## src/rtl/md_pkg.sv

```systemverilog
// md_pkg: shared op encodings, FSM states and op-decode helpers for the iterative mul/div unit
package md_pkg;

    typedef enum logic [1:0] {
        MD_MULT  = 2'b00,
        MD_MULTU = 2'b01,
        MD_DIV   = 2'b10,
        MD_DIVU  = 2'b11
    } md_op_e;

    typedef enum logic [1:0] {
        IDLE,
        BYZERO,
        RUN,
        DONE
    } md_state_e;

    function automatic logic md_is_div(input logic [1:0] op);
        return op[1];
    endfunction

    function automatic logic md_is_signed(input logic [1:0] op);
        return ~op[0];
    endfunction

endpackage

```

## src/rtl/md_sign_fix.sv

```systemverilog
// md_sign_fix: operand magnitudes on entry and sign correction of the raw result on exit
module md_sign_fix #(
    parameter int WIDTH = 32
) (
    input  logic               signed_i,
    input  logic [WIDTH-1:0]   a_i,
    input  logic [WIDTH-1:0]   b_i,
    output logic [WIDTH-1:0]   a_mag_o,
    output logic [WIDTH-1:0]   b_mag_o,
    output logic               neg_q_o,
    output logic               neg_r_o,
    input  logic               is_div_i,
    input  logic               neg_q_i,
    input  logic               neg_r_i,
    input  logic [2*WIDTH-1:0] raw_i,
    output logic [2*WIDTH-1:0] fix_o
);

    logic a_neg, b_neg;
    logic [WIDTH-1:0] rem, quo;

    // Product and quotient flip when operand signs differ; remainder follows the dividend.
    always_comb begin
        a_neg   = signed_i & a_i[WIDTH-1];
        b_neg   = signed_i & b_i[WIDTH-1];
        a_mag_o = a_neg ? -a_i : a_i;
        b_mag_o = b_neg ? -b_i : b_i;
        neg_q_o = a_neg ^ b_neg;
        neg_r_o = a_neg;
        rem     = neg_r_i ? -raw_i[2*WIDTH-1:WIDTH] : raw_i[2*WIDTH-1:WIDTH];
        quo     = neg_q_i ? -raw_i[WIDTH-1:0] : raw_i[WIDTH-1:0];
        fix_o   = is_div_i ? {rem, quo} : (neg_q_i ? -raw_i : raw_i);
    end

endmodule

```

## src/rtl/ex_muldiv_iter.sv

```systemverilog
// ex_muldiv_iter: iterative radix-2 MULT/MULTU/DIV/DIVU engine for the EX stage
module ex_muldiv_iter
    import md_pkg::*;
#(
    parameter  int WIDTH = 32,
    localparam int CNT_W = $clog2(WIDTH) + 1
) (
    input  logic               clk,
    input  logic               rst,
    input  logic               start_i,
    input  logic [1:0]         op_i,
    input  logic [WIDTH-1:0]   opdata1_i,
    input  logic [WIDTH-1:0]   opdata2_i,
    input  logic               annul_i,
    output logic [2*WIDTH-1:0] result_o,
    output logic               ready_o,
    output logic               busy_o,
    output logic               div_zero_o
);

    md_state_e state_q, state_d;
    logic [1:0] op_q, op_d;
    logic qneg_q, qneg_d, rneg_q, rneg_d;
    logic [WIDTH:0] hi_q, hi_d;
    logic [WIDTH-1:0] lo_q, lo_d, den_q, den_d;
    logic [CNT_W-1:0] cnt_q, cnt_d;
    logic [2*WIDTH-1:0] result_q, result_d;
    logic ready_q, ready_d, dz_q, dz_d;

    logic [WIDTH-1:0] a_mag, b_mag;
    logic qneg_in, rneg_in, div_in;
    logic [WIDTH:0] sum, rem_sh, trial, hi_step;
    logic [WIDTH-1:0] lo_step;
    logic [2*WIDTH-1:0] fixed;

    md_sign_fix #(.WIDTH(WIDTH)) u_sign_fix (
        .signed_i (md_is_signed(op_i)),
        .a_i      (opdata1_i),
        .b_i      (opdata2_i),
        .a_mag_o  (a_mag),
        .b_mag_o  (b_mag),
        .neg_q_o  (qneg_in),
        .neg_r_o  (rneg_in),
        .is_div_i (md_is_div(op_q)),
        .neg_q_i  (qneg_q),
        .neg_r_i  (rneg_q),
        .raw_i    ({hi_step[WIDTH-1:0], lo_step}),
        .fix_o    (fixed)
    );

    // One iteration: shift-add for multiply, restoring shift-subtract for divide.
    always_comb begin
        sum     = hi_q + (lo_q[0] ? {1'b0, den_q} : '0);
        rem_sh  = {hi_q[WIDTH-1:0], lo_q[WIDTH-1]};
        trial   = rem_sh - {1'b0, den_q};
        hi_step = md_is_div(op_q) ? (trial[WIDTH] ? rem_sh : trial) : {1'b0, sum[WIDTH:1]};
        lo_step = md_is_div(op_q) ? {lo_q[WIDTH-2:0], ~trial[WIDTH]} : {sum[0], lo_q[WIDTH-1:1]};
    end

    // Next-state for the FSM and datapath; annul overrides everything outside IDLE.
    always_comb begin
        div_in   = md_is_div(op_i);
        state_d  = state_q;
        op_d     = op_q;
        qneg_d   = qneg_q;
        rneg_d   = rneg_q;
        hi_d     = hi_q;
        lo_d     = lo_q;
        den_d    = den_q;
        cnt_d    = cnt_q;
        result_d = result_q;
        ready_d  = ready_q;
        dz_d     = dz_q;
        case (state_q)
            IDLE: if (start_i && !annul_i) begin
                op_d    = op_i;
                qneg_d  = qneg_in;
                rneg_d  = rneg_in;
                hi_d    = '0;
                lo_d    = div_in ? a_mag : b_mag;
                den_d   = div_in ? b_mag : a_mag;
                cnt_d   = '0;
                state_d = (div_in && opdata2_i == '0) ? BYZERO : RUN;
            end
            BYZERO: begin
                state_d  = DONE;
                result_d = '0;
                ready_d  = 1'b1;
                dz_d     = 1'b1;
            end
            RUN: begin
                hi_d  = hi_step;
                lo_d  = lo_step;
                cnt_d = cnt_q + 1'b1;
                if (cnt_q == CNT_W'(WIDTH - 1)) begin
                    state_d  = DONE;
                    result_d = fixed;
                    ready_d  = 1'b1;
                end
            end
            default: if (!start_i) begin
                state_d = IDLE;
                ready_d = 1'b0;
                dz_d    = 1'b0;
            end
        endcase
        if (annul_i && state_q != IDLE) begin
            state_d  = IDLE;
            result_d = '0;
            ready_d  = 1'b0;
            dz_d     = 1'b0;
        end
    end

    // State and registered outputs, synchronous active-low reset.
    always_ff @(posedge clk) begin
        if (!rst) begin
            state_q  <= IDLE;
            op_q     <= '0;
            qneg_q   <= 1'b0;
            rneg_q   <= 1'b0;
            hi_q     <= '0;
            lo_q     <= '0;
            den_q    <= '0;
            cnt_q    <= '0;
            result_q <= '0;
            ready_q  <= 1'b0;
            dz_q     <= 1'b0;
        end else begin
            state_q  <= state_d;
            op_q     <= op_d;
            qneg_q   <= qneg_d;
            rneg_q   <= rneg_d;
            hi_q     <= hi_d;
            lo_q     <= lo_d;
            den_q    <= den_d;
            cnt_q    <= cnt_d;
            result_q <= result_d;
            ready_q  <= ready_d;
            dz_q     <= dz_d;
        end
    end

    assign result_o   = result_q;
    assign ready_o    = ready_q;
    assign div_zero_o = dz_q;
    assign busy_o     = state_q == BYZERO || state_q == RUN;

endmodule
```

## config.mk

```make
export PLATFORM = sky130hd
export DESIGN_NAME = ex_muldiv_iter
export DESIGN_NICKNAME = d
export VERILOG_FILES = /design/src/rtl/md_pkg.sv /design/src/rtl/md_sign_fix.sv /design/src/rtl/ex_muldiv_iter.sv
export SDC_FILE = /design/constraint.sdc
export NUM_CORES = 1
export LEC_CHECK = 0
export CAP_MARGIN = 0
export CELL_PAD_IN_SITES_DETAIL_PLACEMENT = 2
export CELL_PAD_IN_SITES_GLOBAL_PLACEMENT = 2
export CORE_ASPECT_RATIO = 1.4
export CORE_MARGIN = 3
export CORE_UTILIZATION = 30
export CTS_CLUSTER_DIAMETER = 80
export DETAILED_ROUTE_END_ITERATION = 7
export DONT_BUFFER_PORTS = 1
export GPL_TIMING_DRIVEN = 0
export PLACE_DENSITY = 0.71
export SYNTH_ARGS = -nofsm -noshare
export SYNTH_HDL_FRONTEND = slang
export SYNTH_SLANG_ARGS = --single-unit
export TNS_END_PERCENT = 1
```

## constraint.sdc

```tcl
create_clock -name clk -period 6 [get_ports clk]
set_input_delay 0.9 -clock clk [delete_from_list [all_inputs] [get_ports clk]]
set_output_delay 0.9 -clock clk [all_outputs]
set_load 0.01 [all_outputs]
```

==> run summary, run 1 <==
### GRT
* **vias in the first global route** 18,030
* **Congestion Overflow GR** 0
* **maximum number of pins on one net before global-route repair** 19
* **met1 track demand over resource in global routing** 0.2771
* **Most Crowded Layer GR** met2
* **number of antenna violations at the first check in global routing** 0
* **total routing resource utilization after global routing** 0.2775
* **global-route wire length before repair** 112,300 um
* **routing usage on met2** 0.5346
* **met3 track demand over resource in global routing** 0.03004

### Setup path
* **delay-heaviest family, CP** compound AO/OA/AOI/OAI gates
* **cell mode on critical path** sky130_fd_sc_hd__o21a_1
* **arrival time of the worst setup path** 6.15 ns
* **critical path required time** 6.36 ns
* **largest stage delay on the critical path** 0.80 ns
* **instance count on the critical path** 21
* **Reg-to-Reg End** result_o[55]$_SDFFE_PP0P_
* **Setup CP Type** reg2reg
* **r2r startpoint** hi_q[19]$_SDFFE_PN0P_
* **capturing element type of the critical path** flop
* **length in cells of the worst reg-to-reg path** 21
* **crit path cell chain** ha_1 -> nand2_1 -> nor2_1 -> a211o_1 -> o2bb2ai_1 -> o21a_1 -> o21a_1 -> o21a_1 -> o21ai_1 -> nand2b_1 -> ha_4 -> buf_8 -> nand2_1 -> clkbuf_2 -> o32ai_1 -> a31o_2 -> nand4_2 -> buf_6 -> o41ai_2 -> xnor2_1 -> a32o_1
* **startpoint kind of the worst setup timing path** flop
* **maximum fanout encountered on the critical timing path** 10
* **WP buf/inv** 3
* **cell with the biggest individual delay on the critical path** sky130_fd_sc_hd__o32ai_1
* **reg2reg setup slack** 0.21 ns

### Logic synthesis
* **number of synthesized register bits** 174
* **area share of fa/ha/maj cells after synthesis** 0.06394
* **xor and xnor fraction of the mapped netlist area** 0.08754
* **share of the yosys chip area belonging to registers** 0.2306
* **main flop type after synthesis** sky130_fd_sc_hd__dfxtp_1
* **Net Count, Synth** 2,226
* **simple-gate share of the synthesized area** 0.2333
* **Yosys cell types** 89
* **area of the mapped netlist** 15,110 um2
* **main combinational cell family by area after synthesis** compound AO/OA/AOI/OAI gates
* **Post-Synthesis Cells** 2,080
* **fraction of registers with async set/reset** 0
* **number of synthesized flops with an enable pin** 0
* **area fraction in compound gates after synthesis** 0.2893
* **Yosys warnings** 0
* **Avg Synthesized Cell Area** 7.263 um2
* **multiplexer area fraction after synthesis** 0.04257

### Place
* **weighted congestion at the end of routability-driven global placement** 0.9186
* **worst slack at placement** -2.301 ns
* **hpwl dp** 62,320 um
* **input/output buffers** 0
* **total instance count after detailed placement** 2,718

### Floorplanning
* **standard cell core area** 49,370 um2
* **horizontal extent of the die** 195.7 um
* **Die Y-Extent** 271.5 um
* **Placement Rows** 96
* **top-level I/O count** 137
* **Die Area** 53,120 um2
* **Starting Density** 0.3060

### Detailed routing
* **detail-routed via count per cell** 5.960
* **DRC Markers** 0
* **DR pass1 iterations** 5
* **total number of vias** 16,490
* **drt wl/cell** 27.45 um
* **wire length after detailed routing** 75,930 um
* **number of design-rule violations left by the first detailed-router iteration** 818
* **residual antenna-violating net count after detailed routing** 0

### Power
* **Peak supply drop** 0.0002685 V
* **PwrDens** 292.1 nW/um2
* **Leak Pwr** 6.310 nW
* **post-route total power** 4.974 mW

### Run
* **MaxCap Viol Count** 0

### STA
* **Fin Setup TNS** 0 ns
* **fin crit share** 0.9653
* **Max Clock Skew** 0.02013 ns
* **slew at the pin closest to its max-slew limit** 1.308 ns
* **Max Slew Vio Count** 0
* **top achievable clock speed** 0.1727 GHz
* **number of hold violations in the final report** 0
* **Final Setup Violations** 0
* **worst-case setup margin in the final layout** 0.2084 ns
* **tightest slew margin relative to the limit** 0.1159
* **post-route minimum period** 5.792 ns

### Cells and area
* **count of nets after finishing** 2,262
* **antenna diode count** 0
* **fraction of final layout cells with drive strength greater than 1** 0.08690
* **final cell count without fillers** 2,766
* **area delta synth->final** 12.73%

### Worst hold path
* **Hold Crit Class** reg2reg
* **startpoint of the worst hold path** den_q[17]$_SDFFE_PN0P_
* **Hold Path Sink** den_q[17]$_SDFFE_PN0P_
* **instance count along the most critical hold path** 2

### Clock tree
* **source-to-sink clock delay at the later pin of the worst-skew pair** 0.48 ns
* **Sinks on Clock Net** 174
* **# H-tree levels** 4
* **largest buffer count on any clock path** 2
* **number of buffers created by CTS** 17
* **root cell of the clock tree** sky130_fd_sc_hd__clkbuf_16
* **clock slew at reported path FFs** 0.07 ns
* **hold-fix buffers at CTS** 0
* **clock tree from TritonCTS** built

### Outcome
* **run status** finished, final reports clean

==> flip-flops by register name, summed over array words and instances (netlist names) <==
name / cells
rneg_q: 1
cnt_q: 6
hi_q: 33
state_q: 2
qneg_q: 1
lo_q: 32
op_q: 1
result_o: 64
div_zero_o: 1
den_q: 32
ready_o: 1
==> worst reg2reg max path: stages, from the launching register on <==
cell,delay (ns)
sky130_fd_sc_hd__dfxtp_1,0.52
sky130_fd_sc_hd__ha_1,0.36
sky130_fd_sc_hd__nand2_1,0.17
sky130_fd_sc_hd__nor2_1,0.07
sky130_fd_sc_hd__a211o_1,0.34
sky130_fd_sc_hd__o2bb2ai_1,0.21
sky130_fd_sc_hd__o21a_1,0.23
sky130_fd_sc_hd__o21a_1,0.20
sky130_fd_sc_hd__o21a_1,0.19
sky130_fd_sc_hd__o21ai_1,0.14
sky130_fd_sc_hd__nand2b_1,0.11
sky130_fd_sc_hd__ha_4,0.33
sky130_fd_sc_hd__buf_8,0.18
sky130_fd_sc_hd__nand2_1,0.11
sky130_fd_sc_hd__clkbuf_2,0.30
sky130_fd_sc_hd__o32ai_1,0.81
sky130_fd_sc_hd__a31o_2,0.29
sky130_fd_sc_hd__nand4_2,0.16
sky130_fd_sc_hd__buf_6,0.21
sky130_fd_sc_hd__o41ai_2,0.31
sky130_fd_sc_hd__xnor2_1,0.16
sky130_fd_sc_hd__a32o_1,0.30
==> report_power, final <==
| part | internal [mW] | total, mW | switching (mW) |
|---|---|---|---|
| registers | 1.24 | 1.37 | 0.129 |
| logic | 0.758 | 2.40 | 1.64 |
| clock network | 0.640 | 1.21 | 0.568 |
==> per-layer routing <==
metal	up-vias	routed length (um)
met3	177	2330
met4	0	5766
met5	-	0
li1	7581	-
met1	8356	27410
met2	371	40420
==> synth_stat cells, types with 22 or more instances <==
cell | number | area [um2]
sky130_fd_sc_hd__and2_1 | 54 | 337.8
sky130_fd_sc_hd__nor4_1 | 22 | 137.6
sky130_fd_sc_hd__xnor2_1 | 80 | 700.7
sky130_fd_sc_hd__a21oi_1 | 193 | 965.9
sky130_fd_sc_hd__nand2_1 | 230 | 863.3
sky130_fd_sc_hd__nor3_1 | 52 | 260.3
sky130_fd_sc_hd__clkbuf_1 | 109 | 409.1
sky130_fd_sc_hd__a211oi_1 | 29 | 217.7
sky130_fd_sc_hd__or3_1 | 25 | 156.4
sky130_fd_sc_hd__xor2_1 | 71 | 621.9
sky130_fd_sc_hd__o21ai_0 | 114 | 570.6
sky130_fd_sc_hd__dfxtp_1 | 174 | 3483
sky130_fd_sc_hd__nand4_1 | 23 | 143.9
sky130_fd_sc_hd__ha_1 | 74 | 925.9
sky130_fd_sc_hd__inv_1 | 73 | 274.0
sky130_fd_sc_hd__mux2i_1 | 53 | 530.5
sky130_fd_sc_hd__nor2_1 | 240 | 900.9
sky130_fd_sc_hd__nand3_1 | 25 | 125.1
sky130_fd_sc_hd__o211ai_1 | 73 | 548.0
sky130_fd_sc_hd__a22oi_1 | 75 | 563.0
==> per-stage QoR <==
stage	cell area [um2]	hold slack, ns	util
finish	17030	0.4972	0.3450
global route	17030	0.5231	0.3450
CTS	16830	0.4982	0.3409
detailed placement	15910	0.4828	0.3223
global placement	15900	0.4565	0.3222
floorplan	15110	0.4403	-
==> area by class of cell <==
type | instances | area (um2)
plain buffers | 122 | 545.5
clock buffers | 18 | 429.2
clock inverters | 14 | 207.7
fillers | 5805 | 32340
inverters | 75 | 281.5
multi-input cells | 1702 | 11080
flip-flops and latches | 174 | 3510
well taps | 637 | 797.0
repair buffers | 24 | 177.7
==> worst max path at each step <==
| stage | end | from | slack, ns |
|---|---|---|---|
| floorplan | result_o[46]$_SDFFE_PP0P_ | den_q[7]$_SDFFE_PN0P_ | 0.47 |
| global placement | result_o[46]$_SDFFE_PP0P_ | lo_q[31]$_SDFFE_PN0P_ | -2.12 |
| detailed placement | result_o[46]$_SDFFE_PP0P_ | lo_q[31]$_SDFFE_PN0P_ | -2.30 |
| CTS | result_o[46]$_SDFFE_PP0P_ | lo_q[31]$_SDFFE_PN0P_ | -0.06 |
| global route | result_o[48]$_SDFFE_PP0P_ | den_q[10]$_SDFFE_PN0P_ | -0.05 |
| finish | result_o[55]$_SDFFE_PP0P_ | hi_q[19]$_SDFFE_PN0P_ | 0.21 |
==> cell usage in the layout, fill, tap and decap left out, types with 52 or more instances in the layout <==
cell and count:
sky130_fd_sc_hd__nor2_1 235, sky130_fd_sc_hd__nand2_1 228, sky130_fd_sc_hd__dfxtp_1 157, sky130_fd_sc_hd__a21oi_1 182, sky130_fd_sc_hd__xor2_1 71, sky130_fd_sc_hd__xnor2_1 80
sky130_fd_sc_hd__a22oi_1 75, sky130_fd_sc_hd__and2_1 54, sky130_fd_sc_hd__ha_1 64, sky130_fd_sc_hd__o21ai_0 104, sky130_fd_sc_hd__clkbuf_1 96, sky130_fd_sc_hd__inv_1 72
sky130_fd_sc_hd__mux2i_1 52, sky130_fd_sc_hd__o211ai_1 73
==> timing repair <==
action                     4_1_cts  5_1_grt
gates cloned                     0        0
resized for setup               63       50
buffers inserted                13       10
pin swaps                       10        8
setup endpoints to repair       73       40
==> kinds of logic (layout without fill, tap and decap cells) <==
| family | after synthesis | in the layout |
|---|---|---|
| and+or+nand+nor | 755 | 755 |
| AOI/OAI and AO/OA | 657 | 657 |
| buffers and inverters | 204 | 253 |
| DFF | 174 | 174 |
| xor gates and xnor gates | 151 | 151 |
| adders and majority gates | 76 | 76 |
| muxes | 63 | 63 |
No activity file was read; power rests on OpenSTA's default activity.
==> run 2: changes to the inputs <==
--- a/config.mk
+++ b/config.mk
@@ -14,8 +14,8 @@
 export CTS_CLUSTER_DIAMETER = 80
 export DETAILED_ROUTE_END_ITERATION = 7
 export DONT_BUFFER_PORTS = 1
-export GPL_TIMING_DRIVEN = 0
 export PLACE_DENSITY = 0.71
+export SLEW_MARGIN = 20
 export SYNTH_ARGS = -nofsm -noshare
 export SYNTH_HDL_FRONTEND = slang
 export SYNTH_SLANG_ARGS = --single-unit
==> run summary, run 2 (synthesis gave the netlist of run 1 again) <==
### Place
* **input/output buffers** 0
* **hpwl dp** 56,790 um
* **weighted congestion at the end of routability-driven global placement** 0.9545

### Setup path
* **Setup CP Type** reg2reg
* **critical path required time** 6.35 ns
* **startpoint kind of the worst setup timing path** flop
* **maximum fanout encountered on the critical timing path** 14
* **WP buf/inv** 2
* **crit path cell chain** ha_2 -> o211a_1 -> o211a_1 -> o211ai_1 -> a21oi_2 -> o21a_1 -> o21a_1 -> o21a_1 -> o21ai_0 -> nand2b_1 -> ha_1 -> inv_1 -> buf_4 -> nand2_1 -> or3_1 -> o31a_1 -> a21boi_0 -> and2_1 -> nand4_1 -> nor3_1 -> o21ai_0 -> xnor2_1 -> o21ai_0
* **delay-heaviest family, CP** compound AO/OA/AOI/OAI gates
* **cell with the biggest individual delay on the critical path** sky130_fd_sc_hd__dfxtp_1
* **largest stage delay on the critical path** 0.49 ns
* **arrival time of the worst setup path** 6.07 ns
* **capturing element type of the critical path** flop

### Power
* **Internal Power** 2.540 mW
* **PwrDens** 287.0 nW/um2
* **sequential group share of total power** 0.283
* **post-route total power** 4.831 mW
* **share of total power consumed by net switching** 0.4744
* **Comb power frac** 0.461
* **Peak supply drop** 0.0001836 V
* **Switch Pwr** 2.292 mW
* **Clock power frac** 0.256
* **Leak Pwr** 6.360 nW

### Clock tree
* **source-to-sink clock delay at the later pin of the worst-skew pair** 0.48 ns
* **# H-tree levels** 4
* **clock slew at reported path FFs** 0.09 ns
* **largest buffer count on any clock path** 2
* **Sinks on Clock Net** 174
* **hold-fix buffers at CTS** 0
* **number of buffers created by CTS** 17
* **root cell of the clock tree** sky130_fd_sc_hd__clkbuf_16
* **clock tree from TritonCTS** built

### STA
* **number of hold violations in the final report** 0
* **slew at the pin closest to its max-slew limit** 1.062 ns
* **top achievable clock speed** 0.1747 GHz
* **Fin Setup TNS** 0 ns
* **post-route minimum period** 5.724 ns
* **fin crit share** 0.9540
* **Final Setup Violations** 0
* **RSZ-0062 raised after global routing** false
* **Max Clock Skew** 0.02406 ns
* **tightest slew margin relative to the limit** 0.2736
* **Max Slew Vio Count** 0

### Detailed routing
* **DRC Markers** 0
* **wire length after detailed routing** 72,270 um
* **DR pass1 iterations** 5
* **residual antenna-violating net count after detailed routing** 0
* **number of design-rule violations left by the first detailed-router iteration** 752
* **detail-routed via count per cell** 5.907
* **total number of vias** 16,000
* **drt wl/cell** 26.69 um

### Outcome
* **run status** finished, final reports clean

### Floorplanning
* **Starting Density** 0.3060
* **Die Area** 53,120 um2
* **horizontal extent of the die** 195.7 um
* **standard cell core area** 49,370 um2
* **Die Y-Extent** 271.5 um
* **top-level I/O count** 137
* **Placement Rows** 96

### GRT
* **number of antenna violations at the first check in global routing** 0
* **vias in the first global route** 17,470
* **total routing resource utilization after global routing** 0.2651
* **Congestion Overflow GR** 0
* **maximum number of pins on one net before global-route repair** 80
* **global-route wire length before repair** 108,800 um

### Cells and area
* **count of fill cells added during filler insertion** 5,795
* **most common cell after layout, fill and taps aside** sky130_fd_sc_hd__nor2_1
* **count of nets after finishing** 2,204
* **fraction of final layout cells with drive strength greater than 1** 0.09319
* **antenna diode count** 0
* **highest-count cells in the layout ignoring fill and taps** sky130_fd_sc_hd__nor2_1 (236), sky130_fd_sc_hd__nand2_1 (229), sky130_fd_sc_hd__a21oi_1 (184), sky130_fd_sc_hd__dfxtp_1 (171), sky130_fd_sc_hd__o21ai_0 (110)
* **area delta synth->final** 11.45%
* **Largest register FFs** 64

### Run
* **MaxCap Viol Count** 0

### Worst hold path
* **Hold Crit Class** reg2reg

==> run 2: cell count changes in the layout (fill, tap and decap cells not counted), moves of 4 or more <==
cell / previous run / this run
sky130_fd_sc_hd__inv_12: 0 / 4
sky130_fd_sc_hd__o21ai_1: 13 / 8
sky130_fd_sc_hd__buf_2: 9 / 0
sky130_fd_sc_hd__o21ai_0: 104 / 110
sky130_fd_sc_hd__clkbuf_1: 96 / 0
sky130_fd_sc_hd__clkbuf_4: 4 / 0
sky130_fd_sc_hd__dfxtp_1: 157 / 171
sky130_fd_sc_hd__buf_4: 26 / 87
sky130_fd_sc_hd__dfxtp_2: 15 / 2
sky130_fd_sc_hd__ha_2: 8 / 3
sky130_fd_sc_hd__ha_1: 64 / 71
sky130_fd_sc_hd__buf_1: 4 / 0
==> run 2: layout make-up <==
cell class | instances | area (um2) | area share
Multi-Input combinational cell | 1702 | 10960 | 0.6512
Clock inverter | 15 | 206.4 | 0.01226
Inverter | 75 | 281.5 | 0.01672
Timing Repair Buffer | 88 | 673.1 | 0.03998
Tap cell | 637 | 797.0 | 0.04734
Sequential cell | 174 | 3490 | 0.2073
Clock buffer | 17 | 425.4 | 0.02527
==> run 2: routing by layer <==
metal	vias to the layer above	track usage	wire, um
li1	7443	-	-
met1	8061	0.2758	26710
met2	331	0.5010	38070
met3	160	0.03414	2481
met4	0	0.1596	5011
met5	-	0	0
==> run 2: through the flow <==
stage	util	hold slack, ns	cells	setup slack (ns)	cell area (um2)
floorplan	-	0.4403	2080	0.4707	15110
global placement	0.3262	0.4506	2674	0.1849	16100
detailed placement	0.3262	0.4629	2674	0.004703	16100
CTS	0.3393	0.4729	2706	0.06194	16750
global route	0.3410	0.4863	2708	0.006312	16840
finish	0.3410	0.4703	2708	0.2758	16840
==> run 2: timing repair <==
action,4_1_cts,5_1_grt
gates resized for setup,4,21
endpoints found under the setup margin,3,32
setup buffers,0,2
pin swaps,0,6
cloned,0,0
==> run 2: worst paths after layout <==
path                                from                   endpoint  slack, ns  cells past startpoint
hold reg to reg   den_q[10]$_SDFFE_PN0P_     den_q[10]$_SDFFE_PN0P_       0.47                      2
hold / removal    den_q[10]$_SDFFE_PN0P_     den_q[10]$_SDFFE_PN0P_       0.47                      2
setup reg to reg    hi_q[4]$_SDFFE_PN0P_  result_o[52]$_SDFFE_PP0P_       0.28                     23
setup / recovery    hi_q[4]$_SDFFE_PN0P_  result_o[52]$_SDFFE_PP0P_       0.28                     23
==> run 2: tightest hold or removal path, stage by stage, from the launching register on <==
cell and delay [ns]:
sky130_fd_sc_hd__dfxtp_1 0.32, sky130_fd_sc_hd__nand2_1 0.06, sky130_fd_sc_hd__a21oi_1 0.05
==> run 2: power by group through the flow <==
stage          logic [mW]  clock network, mW  registers [mW]
2_1_floorplan        1.39                  0            1.33
3_3_place_gp         2.09                  0            1.39
3_5_place_dp         2.16                  0            1.39
4_1_cts              2.19               1.26            1.37
5_1_grt              2.42               1.30            1.38
6_report             2.23               1.23            1.37
==> run 3: changes to the inputs <==
--- a/config.mk
+++ b/config.mk
@@ -10,11 +10,11 @@
 export CELL_PAD_IN_SITES_GLOBAL_PLACEMENT = 2
 export CORE_ASPECT_RATIO = 1.4
 export CORE_MARGIN = 3
-export CORE_UTILIZATION = 30
+export CORE_UTILIZATION = 38
 export CTS_CLUSTER_DIAMETER = 80
 export DETAILED_ROUTE_END_ITERATION = 7
 export DONT_BUFFER_PORTS = 1
-export PLACE_DENSITY = 0.71
+export PLACE_DENSITY = 0.86
 export SLEW_MARGIN = 20
 export SYNTH_ARGS = -nofsm -noshare
 export SYNTH_HDL_FRONTEND = slang
==> run summary, run 3 (synthesis gave the netlist of run 1 again) <==
### STA
* **tightest slew margin relative to the limit** 0.2745
* **Final Setup Violations** 1
* **fin crit share** 1.006
* **number of hold violations in the final report** 0
* **slew at the pin closest to its max-slew limit** 1.085 ns
* **worst-case setup margin in the final layout** -0.03346 ns
* **Max Slew Vio Count** 0
* **top achievable clock speed** 0.1657 GHz
* **post-route minimum period** 6.033 ns
* **RSZ-0062 raised after global routing** true
* **Max Clock Skew** 0.02140 ns

### Power
* **Switch Pwr** 2.563 mW
* **PwrDens** 308.2 nW/um2
* **share of total power consumed by net switching** 0.4961
* **sequential group share of total power** 0.270
* **Clock power frac** 0.245
* **Comb power frac** 0.485
* **Peak supply drop** 0.0002150 V
* **Leak Pwr** 6.403 nW
* **Internal Power** 2.604 mW
* **post-route total power** 5.168 mW

### Outcome
* **run status** finished, violations left
* **violations in the final reports** setup timing

### Floorplanning
* **Placement Rows** 85
* **horizontal extent of the die** 174.5 um
* **Die Area** 42,220 um2
* **standard cell core area** 38,820 um2
* **top-level I/O count** 137
* **Starting Density** 0.3892
* **Die Y-Extent** 241.9 um

### GRT
* **vias in the first global route** 19,020
* **total routing resource utilization after global routing** 0.3731
* **maximum number of pins on one net before global-route repair** 92
* **Congestion Overflow GR** 0
* **number of antenna violations at the first check in global routing** 3
* **global-route wire length before repair** 121,400 um

### Clock tree
* **root cell of the clock tree** sky130_fd_sc_hd__clkbuf_16
* **Sinks on Clock Net** 174
* **clock slew at reported path FFs** 0.09 ns
* **hold-fix buffers at CTS** 0
* **source-to-sink clock delay at the later pin of the worst-skew pair** 0.49 ns
* **largest buffer count on any clock path** 2
* **number of buffers created by CTS** 17
* **clock tree from TritonCTS** built
* **# H-tree levels** 4

### Place
* **hpwl dp** 57,150 um
* **total instance count after detailed placement** 2,554
* **weighted congestion at the end of routability-driven global placement** 0.9869
* **worst slack at placement** -0.008363 ns
* **input/output buffers** 0

### Setup path
* **arrival time of the worst setup path** 6.37 ns
* **capturing element type of the critical path** flop
* **critical path required time** 6.34 ns
* **Setup CP Type** reg2reg
* **maximum fanout encountered on the critical timing path** 7
* **startpoint kind of the worst setup timing path** flop

### Cells and area
* **area of combinational cells with multiple inputs** 11,050 um2
* **Largest register FFs** 64
* **final cell count without fillers** 2,593
* **count of fill cells added during filler insertion** 4,433
* **most common cell after layout, fill and taps aside** sky130_fd_sc_hd__nor2_1
* **highest-count cells in the layout ignoring fill and taps** sky130_fd_sc_hd__nor2_1 (236), sky130_fd_sc_hd__nand2_1 (229), sky130_fd_sc_hd__a21oi_1 (182), sky130_fd_sc_hd__dfxtp_1 (171), sky130_fd_sc_hd__o21ai_0 (107)
* **register cell area after layout** 3490 um2
* **count of nets after finishing** 2,203
* **fraction of final layout cells with drive strength greater than 1** 0.09903
* **area delta synth->final** 10.97%

### Detailed routing
* **number of design-rule violations left by the first detailed-router iteration** 1,568
* **top routing layer in use** met5
* **DR pass1 iterations** 6
* **DRC Markers** 0
* **wire length after detailed routing** 83,650 um
* **drt wl/cell** 32.26 um
* **residual antenna-violating net count after detailed routing** 0
* **detail-routed via count per cell** 6.791
* **met1 wire length** 28,600 um
* **total number of vias** 17,610
* **metal2 WL** 40,820 um
* **met3 wire length** 5029 um

### Run
* **MaxCap Viol Count** 0

### Worst hold path
* **Hold Crit Class** reg2reg

[run 3: path summary, 6_finish.rpt]
path	start	end	slack, ns	cells after the start
hold reg to reg	den_q[10]$_SDFFE_PN0P_	den_q[10]$_SDFFE_PN0P_	0.47	2
setup / recovery	den_q[4]$_SDFFE_PN0P_	result_o[37]$_SDFFE_PP0P_	-0.03	25
hold / removal	den_q[10]$_SDFFE_PN0P_	den_q[10]$_SDFFE_PN0P_	0.47	2
setup reg to reg	den_q[4]$_SDFFE_PN0P_	result_o[37]$_SDFFE_PP0P_	-0.03	25
[run 3: metal layers]
metal | vias to the layer above | track usage
met2 | 950 | 0.6630
met1 | 8740 | 0.3752
met5 | - | 0
met3 | 473 | 0.06820
li1 | 7444 | -
met4 | 2 | 0.3109
[run 3: critical path, cell delays in order (launching register included)]
cell and delay, ns:
sky130_fd_sc_hd__dfxtp_1 0.39, sky130_fd_sc_hd__inv_1 0.08, sky130_fd_sc_hd__ha_1 0.21, sky130_fd_sc_hd__or2_2 0.33
sky130_fd_sc_hd__or2_1 0.24, sky130_fd_sc_hd__o211ai_1 0.31, sky130_fd_sc_hd__a21oi_2 0.15, sky130_fd_sc_hd__o21a_1 0.22
sky130_fd_sc_hd__o21a_1 0.20, sky130_fd_sc_hd__o21a_1 0.20, sky130_fd_sc_hd__o21ai_1 0.16, sky130_fd_sc_hd__nand2b_1 0.09
sky130_fd_sc_hd__ha_1 0.33, sky130_fd_sc_hd__buf_4 0.20, sky130_fd_sc_hd__buf_4 0.18, sky130_fd_sc_hd__nor2_1 0.19
sky130_fd_sc_hd__a21oi_2 0.10, sky130_fd_sc_hd__mux2_2 0.33, sky130_fd_sc_hd__buf_4 0.18, sky130_fd_sc_hd__nor3_1 0.55
sky130_fd_sc_hd__a21boi_2 0.33, sky130_fd_sc_hd__buf_4 0.18, sky130_fd_sc_hd__a21oi_1 0.11, sky130_fd_sc_hd__xnor2_1 0.20
sky130_fd_sc_hd__a22oi_1 0.29, sky130_fd_sc_hd__nor2_1 0.12
[run 3: final cells by class]
type | instances | area share
Clock buffer | 17 | 0.02538
Tap cell | 522 | 0.03896
Antenna cell | 1 | 0.0001493
Timing Repair Buffer | 87 | 0.03918
Multi-Input combinational cell | 1702 | 0.6589
Inverter | 75 | 0.01679
Clock inverter | 15 | 0.01246
Sequential cell | 174 | 0.2082
[run 3: power groups by stage]
stage,clock [mW],sequential [mW],combinational [mW]
finish,1.27,1.39,2.51
global route,1.31,1.40,2.61
CTS,1.26,1.38,2.32
detailed placement,0,1.39,2.19
global placement,0,1.38,2.06
floorplan,0,1.33,1.39
[run 3: timing repair]
item / CTS / global route
endpoints found under the setup margin: 30 / 39
resized for setup: 14 / 30
pin swaps: 2 / 10
buffers inserted: 1 / 5
[run 3: per-stage QoR]
| stage | TNS (ns) | utilization | hold slack, ns | area, um2 |
|---|---|---|---|---|
| 4_1_cts | -0.008063 | 0.4278 | 0.4723 | 16610 |
| 5_1_grt | -2.016 | 0.4318 | 0.5032 | 16760 |
| 6_report | -0.03346 | 0.4319 | 0.4685 | 16760 |
| 2_1_floorplan | 0 | - | 0.4403 | 15110 |
| 3_3_place_gp | 0 | 0.4098 | 0.4518 | 15910 |
| 3_5_place_dp | -0.008363 | 0.4099 | 0.4613 | 15910 |
